File: src/rtl/cs_strobe_sequencer.sv
// cs_strobe_sequencer: registered front end for a 3-to-8 active-low chip-select
// decoder. Each access runs SETUP -> ACTIVE -> HOLD. A one-entry pending buffer
// lets back-to-back accesses run with no idle gap. The decoder's select outputs
// are checked against the expected one-hot-low pattern every cycle.
//
//   state    | meaning
//   ---------+-------------------------------------------------------------
//   ST_IDLE  | no access; decoder disabled, address keeps the last slot
//   ST_SETUP | address driven, decoder disabled, SETUP_CYC cycles
//   ST_ACTIVE| decoder enabled (strobe), len+1 cycles
//   ST_HOLD  | address held, decoder disabled, HOLD_CYC cycles, done on last
module cs_strobe_sequencer #(
    parameter int unsigned SETUP_CYC = 2,
    parameter int unsigned HOLD_CYC  = 1
) (
    input  logic       clk_i,
    input  logic       rst_i,
    input  logic       req_valid_i,
    output logic       req_ready_o,
    input  logic [2:0] req_slot_i,
    input  logic [7:0] req_len_i,
    output logic       a_o,
    output logic       b_o,
    output logic       c_o,
    output logic       d_o,
    output logic       e_o,
    output logic       f_o,
    input  logic [7:0] sel_n_i,
    output logic       busy_o,
    output logic       done_o,
    output logic       err_o
);

    typedef enum logic [1:0] {
        ST_IDLE   = 2'd0,
        ST_SETUP  = 2'd1,
        ST_ACTIVE = 2'd2,
        ST_HOLD   = 2'd3
    } state_t;

    // Phase counters are loaded with (length - 1) and terminate at zero.
    localparam logic [7:0] SETUP_LD = 8'(SETUP_CYC - 1);
    localparam logic [7:0] HOLD_LD  = 8'(HOLD_CYC - 1);

    state_t     state_q, state_d;
    logic [7:0] cnt_q, cnt_d;
    logic [2:0] work_slot_q, work_slot_d;
    logic [7:0] work_len_q, work_len_d;
    logic [2:0] pend_slot_q, pend_slot_d;
    logic [7:0] pend_len_q, pend_len_d;
    logic       pend_full_q, pend_full_d;

    logic       req_ready_q, req_ready_d;
    logic       d_q, d_d;
    logic       e_q, e_d;
    logic       f_q, f_d;
    logic       busy_q, busy_d;
    logic       done_q, done_d;
    logic       err_q, err_d;

    logic       accept;
    logic       phase_last;
    logic [7:0] cnt_dec;
    logic [7:0] sel_exp;
    logic       mismatch;

    assign accept     = req_valid_i & req_ready_q;
    assign phase_last = (cnt_q == 8'd0);
    // Saturating decrement: the counter never wraps past zero.
    assign cnt_dec    = phase_last ? cnt_q : (cnt_q - 8'd1);

    // State register: phase state, counter, working and pending request.
    always_ff @(posedge clk_i) begin
        if (rst_i) begin
            state_q     <= ST_IDLE;
            cnt_q       <= 8'd0;
            work_slot_q <= 3'd0;
            work_len_q  <= 8'd0;
            pend_slot_q <= 3'd0;
            pend_len_q  <= 8'd0;
            pend_full_q <= 1'b0;
        end else begin
            state_q     <= state_d;
            cnt_q       <= cnt_d;
            work_slot_q <= work_slot_d;
            work_len_q  <= work_len_d;
            pend_slot_q <= pend_slot_d;
            pend_len_q  <= pend_len_d;
            pend_full_q <= pend_full_d;
        end
    end

    // Next-state logic: phase transitions, counter loads and request routing.
    always_comb begin
        state_d     = state_q;
        cnt_d       = cnt_dec;
        work_slot_d = work_slot_q;
        work_len_d  = work_len_q;
        pend_slot_d = pend_slot_q;
        pend_len_d  = pend_len_q;
        pend_full_d = pend_full_q;

        unique case (state_q)
            ST_IDLE: begin
                if (accept) begin
                    state_d     = ST_SETUP;
                    cnt_d       = SETUP_LD;
                    work_slot_d = req_slot_i;
                    work_len_d  = req_len_i;
                end
            end
            ST_SETUP: begin
                if (accept) begin
                    pend_slot_d = req_slot_i;
                    pend_len_d  = req_len_i;
                    pend_full_d = 1'b1;
                end
                if (phase_last) begin
                    state_d = ST_ACTIVE;
                    cnt_d   = work_len_q;
                end
            end
            ST_ACTIVE: begin
                if (accept) begin
                    pend_slot_d = req_slot_i;
                    pend_len_d  = req_len_i;
                    pend_full_d = 1'b1;
                end
                if (phase_last) begin
                    state_d = ST_HOLD;
                    cnt_d   = HOLD_LD;
                end
            end
            ST_HOLD: begin
                if (phase_last) begin
                    // A full buffer blocks accept (ready is low), so these
                    // two branches can never both want the working register.
                    if (pend_full_q) begin
                        state_d     = ST_SETUP;
                        cnt_d       = SETUP_LD;
                        work_slot_d = pend_slot_q;
                        work_len_d  = pend_len_q;
                        pend_full_d = 1'b0;
                    end else if (accept) begin
                        state_d     = ST_SETUP;
                        cnt_d       = SETUP_LD;
                        work_slot_d = req_slot_i;
                        work_len_d  = req_len_i;
                    end else begin
                        state_d = ST_IDLE;
                    end
                end else if (accept) begin
                    pend_slot_d = req_slot_i;
                    pend_len_d  = req_len_i;
                    pend_full_d = 1'b1;
                end
            end
            default: begin
                state_d = ST_IDLE;
            end
        endcase
    end

    // Output logic: registered outputs are derived from the next state so
    // they line up with the state they describe.
    always_comb begin
        req_ready_d = ~pend_full_d;
        d_d         = (state_d == ST_ACTIVE);
        e_d         = (state_d != ST_ACTIVE);
        f_d         = (state_d != ST_ACTIVE);
        busy_d      = (state_d != ST_IDLE);
        done_d      = (state_d == ST_HOLD) && (cnt_d == 8'd0);
        err_d       = err_q | mismatch;
    end

    // Decoder monitor: compares sel_n against the pattern implied by the
    // outputs currently being driven.
    always_comb begin
        sel_exp  = 8'hFF;
        if (d_q && !e_q && !f_q) begin
            sel_exp = ~(8'h01 << work_slot_q);
        end
        mismatch = (sel_n_i != sel_exp);
    end

    // Output register with reset values: decoder disabled, not ready.
    always_ff @(posedge clk_i) begin
        if (rst_i) begin
            req_ready_q <= 1'b0;
            d_q         <= 1'b0;
            e_q         <= 1'b1;
            f_q         <= 1'b1;
            busy_q      <= 1'b0;
            done_q      <= 1'b0;
            err_q       <= 1'b0;
        end else begin
            req_ready_q <= req_ready_d;
            d_q         <= d_d;
            e_q         <= e_d;
            f_q         <= f_d;
            busy_q      <= busy_d;
            done_q      <= done_d;
            err_q       <= err_d;
        end
    end

    assign req_ready_o = req_ready_q;
    assign a_o         = work_slot_q[0];
    assign b_o         = work_slot_q[1];
    assign c_o         = work_slot_q[2];
    assign d_o         = d_q;
    assign e_o         = e_q;
    assign f_o         = f_q;
    assign busy_o      = busy_q;
    assign done_o      = done_q;
    // The flag is raised in the same cycle a mismatch is seen and then held
    // by err_q until reset.
    assign err_o       = err_q | (mismatch & ~rst_i);

endmodule

File: config.mk
export PLATFORM = sky130hd
export DESIGN_NAME = cs_strobe_sequencer
export DESIGN_NICKNAME = d
export VERILOG_FILES = /design/src/rtl/cs_strobe_sequencer.sv
export SDC_FILE = /design/constraint.sdc
export NUM_CORES = 1
export LEC_CHECK = 0
export CAP_MARGIN = 20
export CORE_UTILIZATION = 40
export DETAILED_ROUTE_END_ITERATION = 8
export SETUP_SLACK_MARGIN = 0.5
export SYNTH_ARGS = -nofsm -noshare
export SYNTH_HDL_FRONTEND = slang
export SYNTH_SLANG_ARGS = --single-unit
File: constraint.sdc
create_clock -name clk_i -period 3.1 [get_ports clk_i]
set_input_delay 0.31 -clock clk_i [delete_from_list [all_inputs] [get_ports clk_i]]
set_output_delay 0.31 -clock clk_i [all_outputs]
set_load 0.005 [all_outputs]
After elaboration in Yosys (flattened, before gate mapping):

Cells that the tools add are included.

* output and inout bits: 10
* bits in registers: 39

* shifts and indexed selects: 1
* bitwise operators: 7
* mux-type cells: 32
* eq/ne operators: 9
* $add $sub $neg: 1
* reductions and logical operators: 13

Operator list (number)
* 2-to-1 mux 8 bit: 12
* case mux 8 bit (2 select lines): 2
* case mux 8 bit (4 select lines): 1
* logical NOT 8 bit: 2
* 2-to-1 mux 3 bit: 5
* case mux 3 bit (2 select lines): 2
* equality test 2 bit (second input constant): 4
* 2-to-1 mux 2 bit: 4
* != test 8 bit: 1
* inverter 8 bit: 1
* case mux 2 bit (4 select lines): 1
* << shifter 1 x 3 -> 8 bit (first input constant): 1
* subtractor 8 x 1 -> 8 bit (second input constant): 1
* != test 2 bit (second input constant): 3
* nonzero test 2 bit: 3
* 2-to-1 mux 1 bit: 4
* AND reduction 2 bit: 2
* logical AND 1 bit: 3
* bitwise AND 1 bit: 2
* equality test 2 x 1 -> 1 bit (second input constant): 1
* logical NOT 2 bit: 1
* inverter 1 bit: 2
* OR 1 bit: 2
* case mux 1 bit (2 select lines): 1
* other kinds (2): 2

Logic depth before layout (Yosys ltp):

Gate-level depths: netlist of the first run.

* depth after elaboration: 8
* depth in mapped cells: 12
* gate-level depth less buffers: 12

Worst setup path before layout of the first run:

OpenSTA, ideal clock, no wires.

* path kind: register to register
* from: register cnt_q[0]
* to: register done_q, in the netlist done_o
* setup slack: 0.969 ns
* arrival time: 2.058 ns
* required time: 3.027 ns
* cell stages (with the launch flop): 13
* cell sequence: dfxtp_1 -> inv_1 -> ha_1 -> nor4b_4 -> and2_4 -> inv_2 -> ha_1 -> a21oi_1 -> o21ai_0 -> nor3_1 -> nor2_1 -> o21ai_0 -> nor3b_2

* word-level cells in the longest chain between the ends: 8
* elaborated cells between the ends (all ways): 16
* those cells by class: add/sub: 1; eq/ne: 1; mux: 11; reduce/logical: 3

Ends and longest elaborated chain
* start: declaration: line 46 `logic [7:0] cnt_q, cnt_d;`
* start signal: assignment: line 84 `cnt_q <= cnt_d;`
* subtractor 8 x 1 -> 8 bit or logical NOT 8 bit (tied branches): line 70, 68
* 2-to-1 mux 8 bit: line 70 `assign cnt_dec = phase_last ? cnt_q : (cnt_q - 8'd1);`
* 2-to-1 mux 8 bit: line 105, 144
* 2-to-1 mux 8 bit: line 138 `if (pend_full_q) begin`
* 2-to-1 mux 8 bit: line 135 `if (phase_last) begin`
* case mux 8 bit (4 select lines): line 103 `unique case (state_q)`
* logical NOT 8 bit: line 172 `done_d = (state_d == ST_HOLD) && (cnt_d == 8'd0);`
* logical AND 1 bit *: line 172
* end signal: assignment: line 202 `done_q <= done_d;`
* end: declaration: line 58 `logic done_q, done_d;`

Every way passes the cells marked *; elsewhere a longest branch is shown, timed or not.
A chain may end at the register's enable or synchronous reset.

Worst setup path after layout of the first run:

* from: register state_q[1]
* to: register done_q, in the netlist done_o

* word-level cells in the longest chain between the ends: 4
* elaborated cells between the ends (all ways): 13
* those cells by class: eq/ne: 4; mux: 6; reduce/logical: 3

Ends and longest elaborated chain
* start: declaration: line 45 `state_t state_q, state_d;`
* start signal: assignment: line 83 `state_q <= state_d;`
* equality test 2 bit, or another cell as far along: line 103
* case mux 8 bit (4 select lines) or case mux 2 bit (4 select lines) (tied branches): line 103
* logical NOT 8 bit or equality test 2 bit (tied branches): line 172
* logical AND 1 bit *: line 172

Marked as above.

==> run summary, run 1 <==
Status: complete, no violations
Fin Clk Skew: 0.00425 ns
Hold_sp: pend_len_q[3]
First-pass GRT wire length: 8000 microns
Pwr per Cell Area: 969 nW/um^2
Post-detail-place hpwl: 3590 microns
Multi-input logic area: 1290 sq um
Layout area overhead: 25.1%
Diode count: 0
Syn Inst Count: 260
Unique masters post-synth: 48
Final Non-Filler Cells: 365
Fin Hold WS: 0.496 ns
Most common cell in the synthesized netlist: nor2_1
Initial Util: 42.0%
Critical Path Max Stage Delay: 0.53 ns
Grt ovf: 0
Fin. max-slew vios: 0
Die height: 75.5 microns
TritonRoute pass-1 iters: 4
# IOs: 32
Avg WL per Cell: 13.9 microns
Synthesized area: 2160 sq um
Post-layout net count: 324
Reg-to-reg startpoint: state_q[1]
Hold-critical path endpoint: pend_len_q[3]
Max_cap viols: 0
Fillers: 535
Max FO, Critical Path: 9
DR iter-0 viols: 106
Place WS: 0.592 ns
RePlAce Congestion: 0.838
Async SR Flop Fraction: 0%
Reg-to-Reg End: done_o
Clk pin slew, worst setup/hold paths: 0.08 ns
GRT Total Usage: 18.9%
Startpoint types: flop
Port-buffer cells: 31
Remaining DRCs: 0
Yosys Warn Count: 0
Pin count of the biggest net entering global routing: 36
Fmax: 415 MHz
Syn avg cell area: 8.31 sq um
Critical Path RT: 3.32 ns
Final period util: 77.7%
VDD IR max: 0.434 mV
Initial antenna violation count: 0
Storage cell area: 782 sq um
Synth top area share: 36.2%
Core Region: 5140 sq um
Worst path slowest cell: or4_4
Synth Register Bits: 39
DR vias: 1968
Critical path class: reg2reg
Max-slew headroom: 65.3%
Hold depth: 2
Slew @ Worst Pin: 0.519 ns
Die area: 5700 sq um
Layout cells sized above 1: 13.6%
H-tree depth: 2
Final TNS setup: 0 ns
Syn nets: 289
Worst Setup SP: state_q[1]
Crit. End Element: flop
Die Span X: 75.5 microns
Vias in the first global route: 1724
Seq/Total Area, Yosys: 36.2%
Placed Instances: 351
Final ANT Viol Nets: 0
Total length of routed wires: 5070 microns
Buf+Inv Stages, Crit Path: 1
Dominant synthesized flop cell: dfxtp_1
CP delay by family, top: simple AND/OR/NAND/NOR gates
Vias/cell: 5.39
RSZ-0062 raised after global routing: no
Top post-synthesis cells by area: dfxtp_1 36%, nor2_1 8.3%, mux2i_1 5.1%
Leakage: 0.990 nW
R2r setup slk: 0.69 ns
Worst setup margin: 0.692 ns
CTS buffer count: 5
Hold_buf cts: 0
Post-synth EDFFs: 0
CTS root buf: clkbuf_8
Clk_lat worst skew: 0.30 ns
Worst Reg-to-Reg Cells: 8
CTS tree: yes
Final setup fails: 0
Synth area leader: dfxtp_1
Top post-synthesis cells by count: 48 x nor2_1, 39 x dfxtp_1, 14 x a211oi_1
CP arrival: 2.63 ns
Clock buffer depth: 2
Post-route minimum period: 2.41 ns
Clk sinks: 39
Worst-path cell chain: inv_1 > ha_1 > or4_4 > o21ai_2 > a21oi_1 > nor4_2 > nand4_1 > nor3b_2
Final Hold Fails: 0
HP Class: reg2reg
Rows: 26
-- how the worst max path moves through the flow --
stage	end	slack, ns	depth (start not counted)
finish	done_o	0.69	8
global route	done_o	0.48	12
CTS	done_o	0.58	12
detailed placement	done_o	0.59	12
global placement	done_o	0.63	8
floorplan	done_o	0.97	12
-- state kept, by name (all words and copies together) (netlist names) --
register / cells
pend_slot_q: 3
busy_o: 1
work_len_q: 8
done_o: 1
cnt_q: 8
err_q: 1
pend_len_q: 8
work_slot_q: 3
req_ready_o: 1
state_q: 2
d_o: 1
f_o: 1
pend_full_q: 1
-- cell usage in the layout (no fill, tap or decap), types with 2 or more instances in the layout --
master,Yosys,final
a211oi_1,14,14
a2111oi_4,2,2
clkdlybuf4s50_1,0,31
nor3b_2,1,3
and3_1,2,2
inv_1,9,9
nor3b_1,4,2
mux2i_1,11,11
buf_4,1,12
nand3_1,6,6
or3_1,2,2
nor2_1,48,48
nand2_1,12,12
o22ai_1,13,13
o211ai_1,3,3
xnor2_1,3,3
a21oi_1,12,12
a31o_2,2,2
and3b_1,3,2
dfxtp_1,39,38
clkbuf_8,0,5
nor2b_1,6,6
nand2b_1,3,3
nor3_1,9,9
o21ai_0,10,10
ha_1,7,6
o21ai_2,2,2
a31oi_1,3,3
-- per-layer routing --
layer  global-route usage (%)  wire, microns  part of all wire (%)  vias to the layer above
li1                         -              -                     -                     1007
met1                     25.7           2590                    51                      915
met2                     29.5           2230                    44                       39
met3                     3.97            177                   3.5                        7
met4                     7.41             69                   1.4                        0
met5                        0              0                     0                        -
-- cells by family (layout without fill, tap and decap cells) --
family	Yosys count	count (layout)	synth area share (%)
mux	12	12	5.62
flops	39	39	36.2
fa+ha+maj	7	7	4.06
xor+xnor	3	3	1.22
buf+inv	25	60	5.10
compound gates	67	67	22.2
simple gates	107	107	25.7
-- power by group --
| group | leakage (nW) | switching [W] | internal (W) |
|---|---|---|---|
| logic | 0.621 | 0.000757 | 0.000713 |
| clock network | 0.0502 | 0.000182 | 0.000235 |
| registers | 0.319 | 0.000119 | 0.000612 |
-- final cells by class --
| type | instances | area share (%) |
|---|---|---|
| multi-input cells | 196 | 47.7 |
| flip-flops and latches | 39 | 28.9 |
| repair buffers | 43 | 14.8 |
| well taps | 70 | 3.24 |
| clock buffers | 5 | 2.55 |
| clock inverters | 2 | 1.39 |
| inverters | 10 | 1.39 |
-- worst reg2reg max path: stages, from the launching register on --
cell	delay, ns
dfxtp_1	0.37
inv_1	0.12
ha_1	0.33
or4_4	0.53
o21ai_2	0.15
a21oi_1	0.13
nor4_2	0.32
nand4_1	0.19
nor3b_2	0.20
-- stage by stage --
step	area, sq um	power (W)	utilization (%)
6_report	2700	0.00262	52.6
2_1_floorplan	2160	0.00170	-
3_5_place_dp	2530	0.00202	49.2
3_3_place_gp	2530	0.00203	49.2
4_1_cts	2630	0.00244	51.2
5_1_grt	2700	0.00283	52.6
-- repair_timing --
item | in CTS | in global routing
resized for setup | 0 | 5
setup buffers | 0 | 7
setup endpoints to repair | 0 | 8
Power figures use the tool's default switching activity.
==> run 2, diff against run 1 <==
==> constraint.sdc (replaced) <==
create_clock -name clk_i -period 2.35 [get_ports clk_i]
set_input_delay 0.235 -clock clk_i [delete_from_list [all_inputs] [get_ports clk_i]]
set_output_delay 0.235 -clock clk_i [all_outputs]
set_load 0.005 [all_outputs]
==> run 2 against run 1 <==
Global-route usage grew 2.5 points. Combinational power grew 78%. Worst setup slack lost 0.49 ns. Sequential cell count is the same. Sequential power grew 36%. Largest power group unchanged. Highest routed layer unchanged.
==> run summary, run 2 (synthesis gave the netlist of run 1 again) <==
Top Layer Used: met4
CP arrival: 2.39 ns
Fmax: 465 MHz
Met3 WL post-DR: 169 microns
Fin. max-slew vios: 0
Most frequent cells in the layout: 43 x nor2_1, 30 x dfxtp_1, 30 x clkdlybuf4s50_1
Final Hold Fails: 0
Grt ovf: 0
TritonRoute pass-1 iters: 6
Post-detail-place hpwl: 3740 microns
GRT Total Usage: 21.4%
Clk pin slew, worst setup/hold paths: 0.09 ns
CTS root buf: clkbuf_8
Core Region: 5140 sq um
Post-route minimum period: 2.15 ns
Met2 WL: 2740 microns
Hold_sp: pend_len_q[6]
Wire length on met1: 2750 microns
Critical path class: reg2reg
Max_cap viols: 0
Max-slew headroom: 74.9%
Status: complete, no violations
CTS tree: yes
VDD IR max: 0.651 mV
Vias in the first global route: 1827
Clk_lat worst skew: 0.30 ns
Remaining DRCs: 0
Final period util: 91.4%
Vias/cell: 5.30
Initial antenna violation count: 0
Final ANT Viol Nets: 0
# IOs: 32
Final setup fails: 0
Max FO, Critical Path: 5
DR iter-0 viols: 99
Reg-to-reg startpoint: state_q[0]
Crit. End Element: flop
Port-buffer cells: 31
Final TNS setup: 0 ns
Post-layout net count: 346
CP delay by family, top: simple AND/OR/NAND/NOR gates
Initial Util: 42.0%
H-tree depth: 2
RePlAce Congestion: 0.800
Dpl cell area: 2640 sq um
Rows: 26
Die area: 5700 sq um
Hold-critical path endpoint: pend_len_q[6]
Die height: 75.5 microns
Diode count: 0
Layout cells sized above 1: 32.4%
Util after Layout: 60.9%
Hold_buf cts: 0
Clk sinks: 39
Buf+Inv Stages, Crit Path: 1
Worst Reg-to-Reg Cells: 8
Pwr per Cell Area: 1300 nW/um^2
Pin count of the biggest net entering global routing: 29
Avg WL per Cell: 14.8 microns
RSZ-0062 raised after global routing: yes
DR vias: 2058
Total length of routed wires: 5730 microns
Worst path slowest cell: or4_4
Worst-path cell chain: inv_4 > ha_4 > or4_4 > o21ai_4 > nor3_4 > nor4_1 > nand4_1 > nor3b_2
Most common library cell in the layout ignoring fill and taps: nor2_1
Fin Clk Skew: 0.00997 ns
R2r setup slk: 0.20 ns
Startpoint types: flop
CTS buffer count: 5
Layout area overhead: 45.0%
Reg-to-Reg End: done_o
Leakage: 1.15 nW
Critical Path RT: 2.59 ns
Clock buffer depth: 2
Hold depth: 2
First-pass GRT wire length: 8980 microns
Final Instance Area: 3130 sq um
Die Span X: 75.5 microns
Slew @ Worst Pin: 0.367 ns
HP Class: reg2reg
Critical Path Max Stage Delay: 0.56 ns
Biggest regs: cnt_q x8, pend_len_q x8, work_len_q x8
[run 2: changes by cell type in the layout (fill, tap and decap cells not counted), moves of 4 or more]
cell and delta:
a211oi_1 -10, a211oi_2 +10, buf_4 +15, buf_6 +4, dfxtp_1 -8, dfxtp_4 +6
ha_1 -4, inv_1 -4, nor2_1 -5, o21ai_0 -4
[run 2: area by class of cell]
type                            count  area (sq um)
Inverter                           10          50.0
Tap cell                           70          87.6
Clock buffer                        5          68.8
Multi-Input combinational cell    196          1480
Sequential cell                    39           807
Fill cell                         484          2010
Timing Repair Buffer               65           613
Clock inverter                      3          23.8
[run 2: timing repair]
action                                  CTS  global route
resized for setup                        35            31
pin swaps                                20            20
endpoints found under the setup margin   18            30
setup buffers                            17             3
gates cloned                              1             0
endpoints found under the hold margin     0             0
[run 2: worst reg2reg max path, stage by stage (launching register included)]
cell and delay (ns):
dfxtp_4 0.39, inv_4 0.04, ha_4 0.15, or4_4 0.56, o21ai_4 0.13, nor3_4 0.07, nor4_1 0.33, nand4_1 0.22
nor3b_2 0.21
[run 2: metrics by stage]
step | worst slack, ns | hold slack [ns] | power [W] | std cells
floorplan | 0.384 | 0.382 | 0.00236 | 260
detailed placement | 0.103 | 0.484 | 0.00287 | 359
CTS | 0.298 | 0.507 | 0.00388 | 385
global placement | 0.142 | 0.473 | 0.00286 | 359
global route | 0.0831 | 0.542 | 0.00440 | 388
finish | 0.201 | 0.500 | 0.00408 | 388
[run 2: report_power, final]
group          internal [W]  leakage (nW)  switching (W)
combinational       0.00133         0.787        0.00128
sequential         0.000825         0.323       0.000170
clock              0.000212        0.0408       0.000267
[run 2: per-layer routing]
metal,up-vias,global-route usage [%]
li1,1049,-
met1,962,29.3
met2,36,34.0
met3,11,4.37
met4,0,6.79
met5,-,0
[run 2: worst max-delay path by stage]
stage,startpoint,to,cells past startpoint
after floorplan,state_q[1],done_o,9
after global placement,sel_n_i[1],err_o,7
final,state_q[0],done_o,8
after CTS,cnt_q[0],done_o,12
after global routing,state_q[0],done_o,8
after detailed placement,sel_n_i[1],err_o,7
